<file path="config.mk">
export PLATFORM = sky130hd
export DESIGN_NAME = serial_fifo_bridge_flat
export DESIGN_NICKNAME = d
export VERILOG_FILES = /design/src/rtl/serial_fifo_bridge_if.sv /design/src/rtl/serial_fifo_bridge.sv /design/src/flat_wrapper.sv
export SDC_FILE = /design/constraint.sdc
export NUM_CORES = 1
export LEC_CHECK = 0
export BUFFER_PORTS_ARGS = -buffer_cell sky130_fd_sc_hd__buf_2
export CORE_ASPECT_RATIO = 0.5
export CORE_UTILIZATION = 40
export DETAILED_ROUTE_END_ITERATION = 6
export PLACE_DENSITY_LB_ADDON = 0.3
export SYNTH_ARGS = -nofsm -noshare
export SYNTH_HDL_FRONTEND = slang
export SYNTH_SLANG_ARGS = --single-unit
</file>
<file path="constraint.sdc">
create_clock -name clock -period 2.2 [get_ports clock]
set_input_delay 0.11 -clock clock [delete_from_list [all_inputs] [get_ports clock]]
set_output_delay 0.11 -clock clock [all_outputs]
set_load 0.1 [all_outputs]
</file>
<file path="src/rtl/serial_fifo_bridge_if.sv">
// Handshake and status bundle between the serial FIFO bridge, the host byte stream and the CPU serial port.
// The slave modport is the bridge's view; master is the surrounding environment.
interface serial_fifo_bridge_if #(
  parameter int unsigned DEPTH_LOG2 = 4
);
  localparam int unsigned CW = DEPTH_LOG2 + 1;

  logic [7:0]    host_rx_data;
  logic          host_rx_valid;
  logic          host_rx_ready;
  logic [7:0]    cpu_serial_in;
  logic          cpu_valid_in;
  logic          cpu_rden;
  logic [7:0]    cpu_serial_out;
  logic          cpu_wren;
  logic          cpu_ready_in;
  logic [7:0]    host_tx_data;
  logic          host_tx_valid;
  logic          host_tx_ready;
  logic          clr_flags;
  logic [CW-1:0] rx_count;
  logic [CW-1:0] tx_count;
  logic          tx_overflow;
  logic          rx_underflow;

  modport master (
    output host_rx_data, host_rx_valid, cpu_rden, cpu_serial_out, cpu_wren,
           host_tx_ready, clr_flags,
    input  host_rx_ready, cpu_serial_in, cpu_valid_in, cpu_ready_in, host_tx_data,
           host_tx_valid, rx_count, tx_count, tx_overflow, rx_underflow
  );

  modport slave (
    input  host_rx_data, host_rx_valid, cpu_rden, cpu_serial_out, cpu_wren,
           host_tx_ready, clr_flags,
    output host_rx_ready, cpu_serial_in, cpu_valid_in, cpu_ready_in, host_tx_data,
           host_tx_valid, rx_count, tx_count, tx_overflow, rx_underflow
  );
endinterface

</file>
<file path="src/rtl/serial_fifo_bridge.sv">
// Two independent first-word-fall-through byte FIFOs bridging a host byte stream and the CPU serial port.
// RX: host -> CPU, TX: CPU -> host. Ready/valid are registered alongside the occupancy counts.
module serial_fifo_bridge #(
  parameter int unsigned DEPTH_LOG2 = 4
) (
  input  logic               clock,
  input  logic               reset,
  serial_fifo_bridge_if.slave bus
);
  localparam int unsigned DEPTH = 1 << DEPTH_LOG2;
  localparam int unsigned CW    = DEPTH_LOG2 + 1;
  localparam int unsigned PW    = DEPTH_LOG2;
  localparam logic [CW-1:0] FULL = CW'(DEPTH);

  logic [7:0]    rx_mem [DEPTH];
  logic [PW-1:0] rx_wr_ptr, rx_rd_ptr;
  logic [CW-1:0] rx_count, rx_count_nxt;
  logic          rx_ready, rx_valid, rx_push, rx_pop, rx_under;

  logic [7:0]    tx_mem [DEPTH];
  logic [PW-1:0] tx_wr_ptr, tx_rd_ptr;
  logic [CW-1:0] tx_count, tx_count_nxt;
  logic          tx_ready, tx_valid, tx_push, tx_pop, tx_over;

  assign rx_push = bus.host_rx_valid & rx_ready;
  assign rx_pop  = bus.cpu_rden & rx_valid;
  assign tx_push = bus.cpu_wren & tx_ready;
  assign tx_pop  = bus.host_tx_ready & tx_valid;

  // Occupancy next-state; a simultaneous push and pop cancel out.
  always_comb begin
    rx_count_nxt = rx_count;
    tx_count_nxt = tx_count;
    if (rx_push && !rx_pop)      rx_count_nxt = rx_count + CW'(1);
    else if (rx_pop && !rx_push) rx_count_nxt = rx_count - CW'(1);
    if (tx_push && !tx_pop)      tx_count_nxt = tx_count + CW'(1);
    else if (tx_pop && !tx_push) tx_count_nxt = tx_count - CW'(1);
  end

  always_ff @(posedge clock or negedge reset) begin
    if (!reset) begin
      rx_wr_ptr <= '0;
      rx_rd_ptr <= '0;
      rx_count  <= '0;
      rx_ready  <= 1'b1;
      rx_valid  <= 1'b0;
      rx_under  <= 1'b0;
      tx_wr_ptr <= '0;
      tx_rd_ptr <= '0;
      tx_count  <= '0;
      tx_ready  <= 1'b1;
      tx_valid  <= 1'b0;
      tx_over   <= 1'b0;
    end else begin
      if (rx_push) rx_wr_ptr <= rx_wr_ptr + PW'(1);
      if (rx_pop)  rx_rd_ptr <= rx_rd_ptr + PW'(1);
      rx_count <= rx_count_nxt;
      rx_ready <= (rx_count_nxt != FULL);
      rx_valid <= (rx_count_nxt != '0);

      if (tx_push) tx_wr_ptr <= tx_wr_ptr + PW'(1);
      if (tx_pop)  tx_rd_ptr <= tx_rd_ptr + PW'(1);
      tx_count <= tx_count_nxt;
      tx_ready <= (tx_count_nxt != FULL);
      tx_valid <= (tx_count_nxt != '0);

      // Sticky error flags; a new error in the clearing cycle keeps the flag set.
      if (bus.cpu_rden && !rx_valid) rx_under <= 1'b1;
      else if (bus.clr_flags)        rx_under <= 1'b0;
      if (bus.cpu_wren && !tx_ready) tx_over  <= 1'b1;
      else if (bus.clr_flags)        tx_over  <= 1'b0;
    end
  end

  // Storage is intentionally not reset.
  always_ff @(posedge clock) begin
    if (rx_push) rx_mem[rx_wr_ptr] <= bus.host_rx_data;
    if (tx_push) tx_mem[tx_wr_ptr] <= bus.cpu_serial_out;
  end

  assign bus.host_rx_ready = rx_ready;
  assign bus.cpu_valid_in  = rx_valid;
  assign bus.cpu_serial_in = rx_mem[rx_rd_ptr];
  assign bus.rx_count      = rx_count;
  assign bus.rx_underflow  = rx_under;
  assign bus.cpu_ready_in  = tx_ready;
  assign bus.host_tx_valid = tx_valid;
  assign bus.host_tx_data  = tx_mem[tx_rd_ptr];
  assign bus.tx_count      = tx_count;
  assign bus.tx_overflow   = tx_over;
endmodule
</file>
<file path="src/flat_wrapper.sv">
// flat-port wrapper written by rule: the top's interface ports become plain ports
module serial_fifo_bridge_flat 
#(
  parameter int unsigned DEPTH_LOG2 = 4
)
  (clock, reset, bus_host_rx_data, bus_host_rx_valid, bus_cpu_rden, bus_cpu_serial_out, bus_cpu_wren, bus_host_tx_ready, bus_clr_flags, bus_host_rx_ready, bus_cpu_serial_in, bus_cpu_valid_in, bus_cpu_ready_in, bus_host_tx_data, bus_host_tx_valid, bus_rx_count, bus_tx_count, bus_tx_overflow, bus_rx_underflow);
  serial_fifo_bridge_if #(.DEPTH_LOG2(DEPTH_LOG2)) bus_i ();
  input  logic clock;
  input  logic reset;
  input wire logic [$bits(bus_i.host_rx_data)-1:0] bus_host_rx_data;
  input wire logic [$bits(bus_i.host_rx_valid)-1:0] bus_host_rx_valid;
  input wire logic [$bits(bus_i.cpu_rden)-1:0] bus_cpu_rden;
  input wire logic [$bits(bus_i.cpu_serial_out)-1:0] bus_cpu_serial_out;
  input wire logic [$bits(bus_i.cpu_wren)-1:0] bus_cpu_wren;
  input wire logic [$bits(bus_i.host_tx_ready)-1:0] bus_host_tx_ready;
  input wire logic [$bits(bus_i.clr_flags)-1:0] bus_clr_flags;
  output wire logic [$bits(bus_i.host_rx_ready)-1:0] bus_host_rx_ready;
  output wire logic [$bits(bus_i.cpu_serial_in)-1:0] bus_cpu_serial_in;
  output wire logic [$bits(bus_i.cpu_valid_in)-1:0] bus_cpu_valid_in;
  output wire logic [$bits(bus_i.cpu_ready_in)-1:0] bus_cpu_ready_in;
  output wire logic [$bits(bus_i.host_tx_data)-1:0] bus_host_tx_data;
  output wire logic [$bits(bus_i.host_tx_valid)-1:0] bus_host_tx_valid;
  output wire logic [$bits(bus_i.rx_count)-1:0] bus_rx_count;
  output wire logic [$bits(bus_i.tx_count)-1:0] bus_tx_count;
  output wire logic [$bits(bus_i.tx_overflow)-1:0] bus_tx_overflow;
  output wire logic [$bits(bus_i.rx_underflow)-1:0] bus_rx_underflow;
  assign bus_i.host_rx_data = bus_host_rx_data;
  assign bus_i.host_rx_valid = bus_host_rx_valid;
  assign bus_i.cpu_rden = bus_cpu_rden;
  assign bus_i.cpu_serial_out = bus_cpu_serial_out;
  assign bus_i.cpu_wren = bus_cpu_wren;
  assign bus_i.host_tx_ready = bus_host_tx_ready;
  assign bus_i.clr_flags = bus_clr_flags;
  assign bus_host_rx_ready = bus_i.host_rx_ready;
  assign bus_cpu_serial_in = bus_i.cpu_serial_in;
  assign bus_cpu_valid_in = bus_i.cpu_valid_in;
  assign bus_cpu_ready_in = bus_i.cpu_ready_in;
  assign bus_host_tx_data = bus_i.host_tx_data;
  assign bus_host_tx_valid = bus_i.host_tx_valid;
  assign bus_rx_count = bus_i.rx_count;
  assign bus_tx_count = bus_i.tx_count;
  assign bus_tx_overflow = bus_i.tx_overflow;
  assign bus_rx_underflow = bus_i.rx_underflow;
  serial_fifo_bridge #(.DEPTH_LOG2(DEPTH_LOG2)) u_core (.clock(clock), .reset(reset), .bus(bus_i));
endmodule
</file>
Word-level counts from Yosys, hierarchy flattened
Memory sizes are Yosys's and may differ from the RTL's.
Cells that the tools add are included.
{"block": "totals", "regBits": 32, "mem_bits_rw": 256, "input_bits": 23, "out_inout_bits": 32, "elab_cells": 55, "n_memories": 2}
{"memory": "u_core.rx_mem", "words": 16, "width": 8, "read_ports": 1, "rd_ports_with_merged_regs": 0, "wr": 1, "line": "serial_fifo_bridge.sv:15", "rtl": "logic [7:0] rx_mem [DEPTH];"}
{"memory": "u_core.tx_mem", "words": 16, "width": 8, "read_ports": 1, "rd_ports_with_merged_regs": 0, "wr": 1, "line": "serial_fifo_bridge.sv:20", "rtl": "logic [7:0] tx_mem [DEPTH];"}
{"block": "op_classes", "addsub": 8, "n_eq_ne": 2, "mux": 11, "bitwise": 4, "reduce_logical": 16}
{"operator": "2-to-1 mux 5 bit", "count": 4}
{"operator": "adder 4 x 1 -> 4 bit, second input constant", "count": 4}
{"operator": "adder 5 x 1 -> 5 bit, second input constant", "count": 2}
{"operator": "inequality test 5 bit, second input constant", "count": 2}
{"operator": "nonzero test 5 bit", "count": 2}
{"operator": "subtractor 5 x 1 -> 5 bit, second input constant", "count": 2}
{"operator": "2-to-1 mux 1 bit", "count": 7}
{"operator": "logical AND 1 bit", "count": 6}
{"operator": "zero test 1 bit", "count": 6}
{"operator": "bitwise AND 1 bit", "count": 4}
{"operator": "nonzero test 2 bit", "count": 2}

Longest topological paths before layout
{"block": "logic_depth", "word_depth": 6, "mapped_depth": 7}

Worst setup path after synthesis
No wires, ideal clock.
{"block": "synth_timing", "path_type": "register to output", "from": "register u_core.rx_rd_ptr[0]", "to": "output bus_cpu_serial_in[4]", "arrival_ps": 2576, "required_time_ps": 2090, "slack_ps": -486, "path_stages_with_launch": 6, "n_path_buf": 2, "path_cell_list": "dfrtp_1 -> buf_6 -> buf_4 -> mux4_2 -> mux2i_1 -> a21oi_1"}
{"block": "synth_via", "elab_chain_cells": 1}
{"item": "start: declaration", "line": "serial_fifo_bridge.sv:16", "rtl": "logic [PW-1:0] rx_wr_ptr, rx_rd_ptr;"}
{"item": "start signal: assignment", "line": "serial_fifo_bridge.sv:56", "rtl": "if (rx_pop) rx_rd_ptr <= rx_rd_ptr + PW'(1);"}
{"item": "memory (16 x 8 bit)"}
{"item": "end: declaration", "line": "flat_wrapper.sv:18", "rtl": "output wire logic [$bits(bus_i.cpu_serial_in)-1:0] bus_cpu_serial_in;"}
No other way between the ends.

Final worst setup path
{"block": "layout_timing", "from": "register u_core.rx_rd_ptr[0]", "to": "output bus_cpu_serial_in[3]"}
The elaborated chain is that of the path after synthesis.

==> results.md <==
- Deepest clock path buffer count: 3
- Final Cell Area: 0.01406 sq mm
- CP required: 2.09 ns
- DR iter-0 viols: 352
- Clock sinks: 288
- WL per Instance: 20.57 um
- Layout fillers: 2271
- Violated checks: setup timing
- Gr usage total: 15.57%
- Final Skew: 0.007706 ns
- Post-Route Utilization: 49.96%
- Mapped Avg Cell Area: 19.29 sq um
- Die width: 243.0 um
- Leakage: 4.863 nW
- Placed cell areas: 0.01259 sq mm
- Reg clk slew, reported paths: 0.06 ns
- Post-synth top area cell: edfxtp_1
- Maxcap violations: 0
- Final Non-Filler Cells: 1123
- Ant. Diodes: 0
- Count of final max-slew check failures: 0
- Pre-CTS setup slack: 0.1283 ns
- Worst VDD drop: 1777 uV
- Worst endpoint data arrival time: 2.27 ns
- Clk_lat worst skew: 0.52 ns
- First-pass GRT wire length: 34.69 mm
- Number of synthesized flops with an enable pin: 256
- Power Dens Cells: 1526 mW/mm^2
- Crit path max fanout: 10
- Vias in the first global route: 5927
- Layout cells sized above 1: 31.31%
- Detailed Place HPWL: 14.39 mm
- Routed WL: 23.10 mm
- Area share of the largest cell type after synthesis: 66.19%
- CP endpoint kind: primary output
- Placed insts: 1046
- Synth Instances: 602
- Relative slew slack: 48.62%
- Synth Cell Area: 0.01161 sq mm
- FFs w/ async S/R, synth: 11.11%
- Kind of critical path: register to primary output
- Final Hold Viols: 0
- Synth top area cells: edfxtp_1 66%, mux4_2 8.7%, dfrtp_1 6.5%
- CTS HTree Levels: 1
- Main flop type after synthesis: edfxtp_1
- Max stage delay on crit path: 0.53 ns
- Worst path bufs/invs: 2
- Final antenna-violating net count: 0
- Core Area: 0.02814 sq mm
- Hold Path Class: primary input to register
- Commonest non-fill, non-tap cells in the layout: 256 x edfxtp_1, 49 x mux4_2, 38 x buf_2
- CP top delay family: multiplexers
- Initial Utilization: 41.28%
- Worst-path cell chain: buf_12 -> mux4_1 -> nor2b_1 -> a211oi_2 -> a21oi_2 -> buf_8
- Via density: 5.149
- Chip Height: 122.5 um
- Final WS setup: -0.1778 ns
- Placer Congestion: 0.7879
- Most common cell after layout, fill and taps aside: edfxtp_1
- Critical Path Slowest Stage Cell: mux4_1
- Sequential fraction of the synthesis area: 73.10%
- Largest net degree at the start of global routing: 36
- GRT overflow: 0
- Yosys cell types: 39
- Total die area: 0.02976 sq mm
- # nets final: 761
- Via count: 5782
- CTS Root Cell: clkbuf_16
- Worst-Margin Slew: 0.7706 ns
- Outcome: complete, but fails checks
- Number of synthesized register bits: 288
- Initial antenna violation count: 0
- IO buf count: 54
- IO Pins: 55
- Setup crit start kind: register
- RSZ-0062 raised after global routing: true
- FMAX: 420.6 MHz
- Standard-cell rows: 43
- Total chip power: 21.45 mW
- Area growth, synth to finish: 21.03%
- Synth Warn #: 0
- Cts bufs inserted: 25
- Drt pass-1 iters: 4
- Final setup viols: 16
- CTS tree: done
- Tcrit/Tclk final: 108.1%
- DRC: 0
- Tmin final: 2.378 ns
- Syn_nets: 639
==> worst reg2reg max path: stages, from the launching register on <==
cell     delay, ns
dfstp_2       0.55
and3_1        0.26
nor2b_1       0.29
and2_1        0.47
==> report_power, final <==
group	switching [mW]	leakage, nW	internal, mW	total, mW
sequential	0.493	2.68	6.74	7.23
combinational	6.16	1.79	3.72	9.88
clock	1.90	0.388	2.44	4.34
total	8.56	4.86	12.9	21.4
==> flip-flops by register name, summed over array words and instances (netlist names), 4 cells and up <==
| signal | flops |
|---|---|
| u_core.bus.rx_count | 5 |
| u_core.bus.tx_count | 5 |
| u_core.rx_mem | 128 |
| u_core.rx_rd_ptr | 4 |
| u_core.rx_wr_ptr | 4 |
| u_core.tx_mem | 128 |
| u_core.tx_rd_ptr | 4 |
| u_core.tx_wr_ptr | 4 |
==> cell families after synthesis <==
family / count (synthesis) / share of synthesized area [%]
flops: 288 / 73.10
simple gates: 116 / 5.311
mux: 70 / 13.55
compound gates: 52 / 3.038
buf+inv: 42 / 1.982
xor+xnor: 20 / 1.508
fa+ha+maj: 14 / 1.508
==> synth_stat cells, drive strengths merged (2+ instances only) <==
library cell  count
nand3            10
dfstp             2
and3             12
mux2i             5
o211ai            2
nor2              9
o21ai             6
or3               3
nor3              4
mux4             64
and2             31
xor2              3
clkbuf           10
inv              17
a21oi             7
a211oi            6
xnor2            17
nor2b            10
edfxtp          256
buf              14
ha               14
nor3b             2
a22oi            24
dfrtp            30
nand4             4
o22ai             4
nand2            29
==> repair_timing <==
action / CTS / global route
setup buffers: 6 / 2
hold buffers: 22 / 0
pin swaps: 7 / 7
endpoints found under the setup margin: 16 / 16
cloned: 1 / 2
resized for setup: 65 / 22
endpoints found under the hold margin: 292 / 0
==> stage by stage <==
stage,hold WS [ns],TNS [ns]
floorplan,-0.1856,0
global placement,0.2166,0
detailed placement,0.2330,0
CTS,0.1102,-2.860
global route,0.1611,-3.700
finish,0.1373,-2.178
==> path summary, 6_finish.rpt <==
path | startpoint | end | slack, ns | cells past startpoint
hold / removal | bus_host_rx_valid | u_core.rx_wr_ptr[3] | 0.14 | 4
min in group asynchronous | reset | u_core.bus.rx_count[4] | 0.20 | 2
hold reg to reg | u_core.bus.tx_overflow | u_core.bus.tx_overflow | 0.51 | 2
max in group asynchronous | reset | u_core.rx_rd_ptr[1] | 1.46 | 2
setup reg to reg | u_core.bus.host_rx_ready | u_core.rx_mem[7][3] | 0.27 | 3
setup / recovery | u_core.rx_rd_ptr[0] | bus_cpu_serial_in[3] | -0.18 | 6
==> metal layers <==
layer	part of all wire [%]	wire (um)	track usage [%]	vias to the layer above
met2	50	11510	26.46	107
met5	0	0	0	-
met1	44	10120	20.78	2999
met3	5.0	1157	3.521	23
met4	1.4	314	3.145	0
li1	-	-	-	2653
==> final cells by class <==
type	count	area, sq um	share of cell area, %
sequential	288	8497	60.45
multi-input combinational	272	3048	21.68
timing repair buffer	120	1179	8.385
clock buffer	29	640.6	4.557
tap	382	478.0	3.400
clock inverter	15	151.4	1.077
inverter	17	63.81	0.4539
Note: power is estimated with default switching activity, not from simulation.
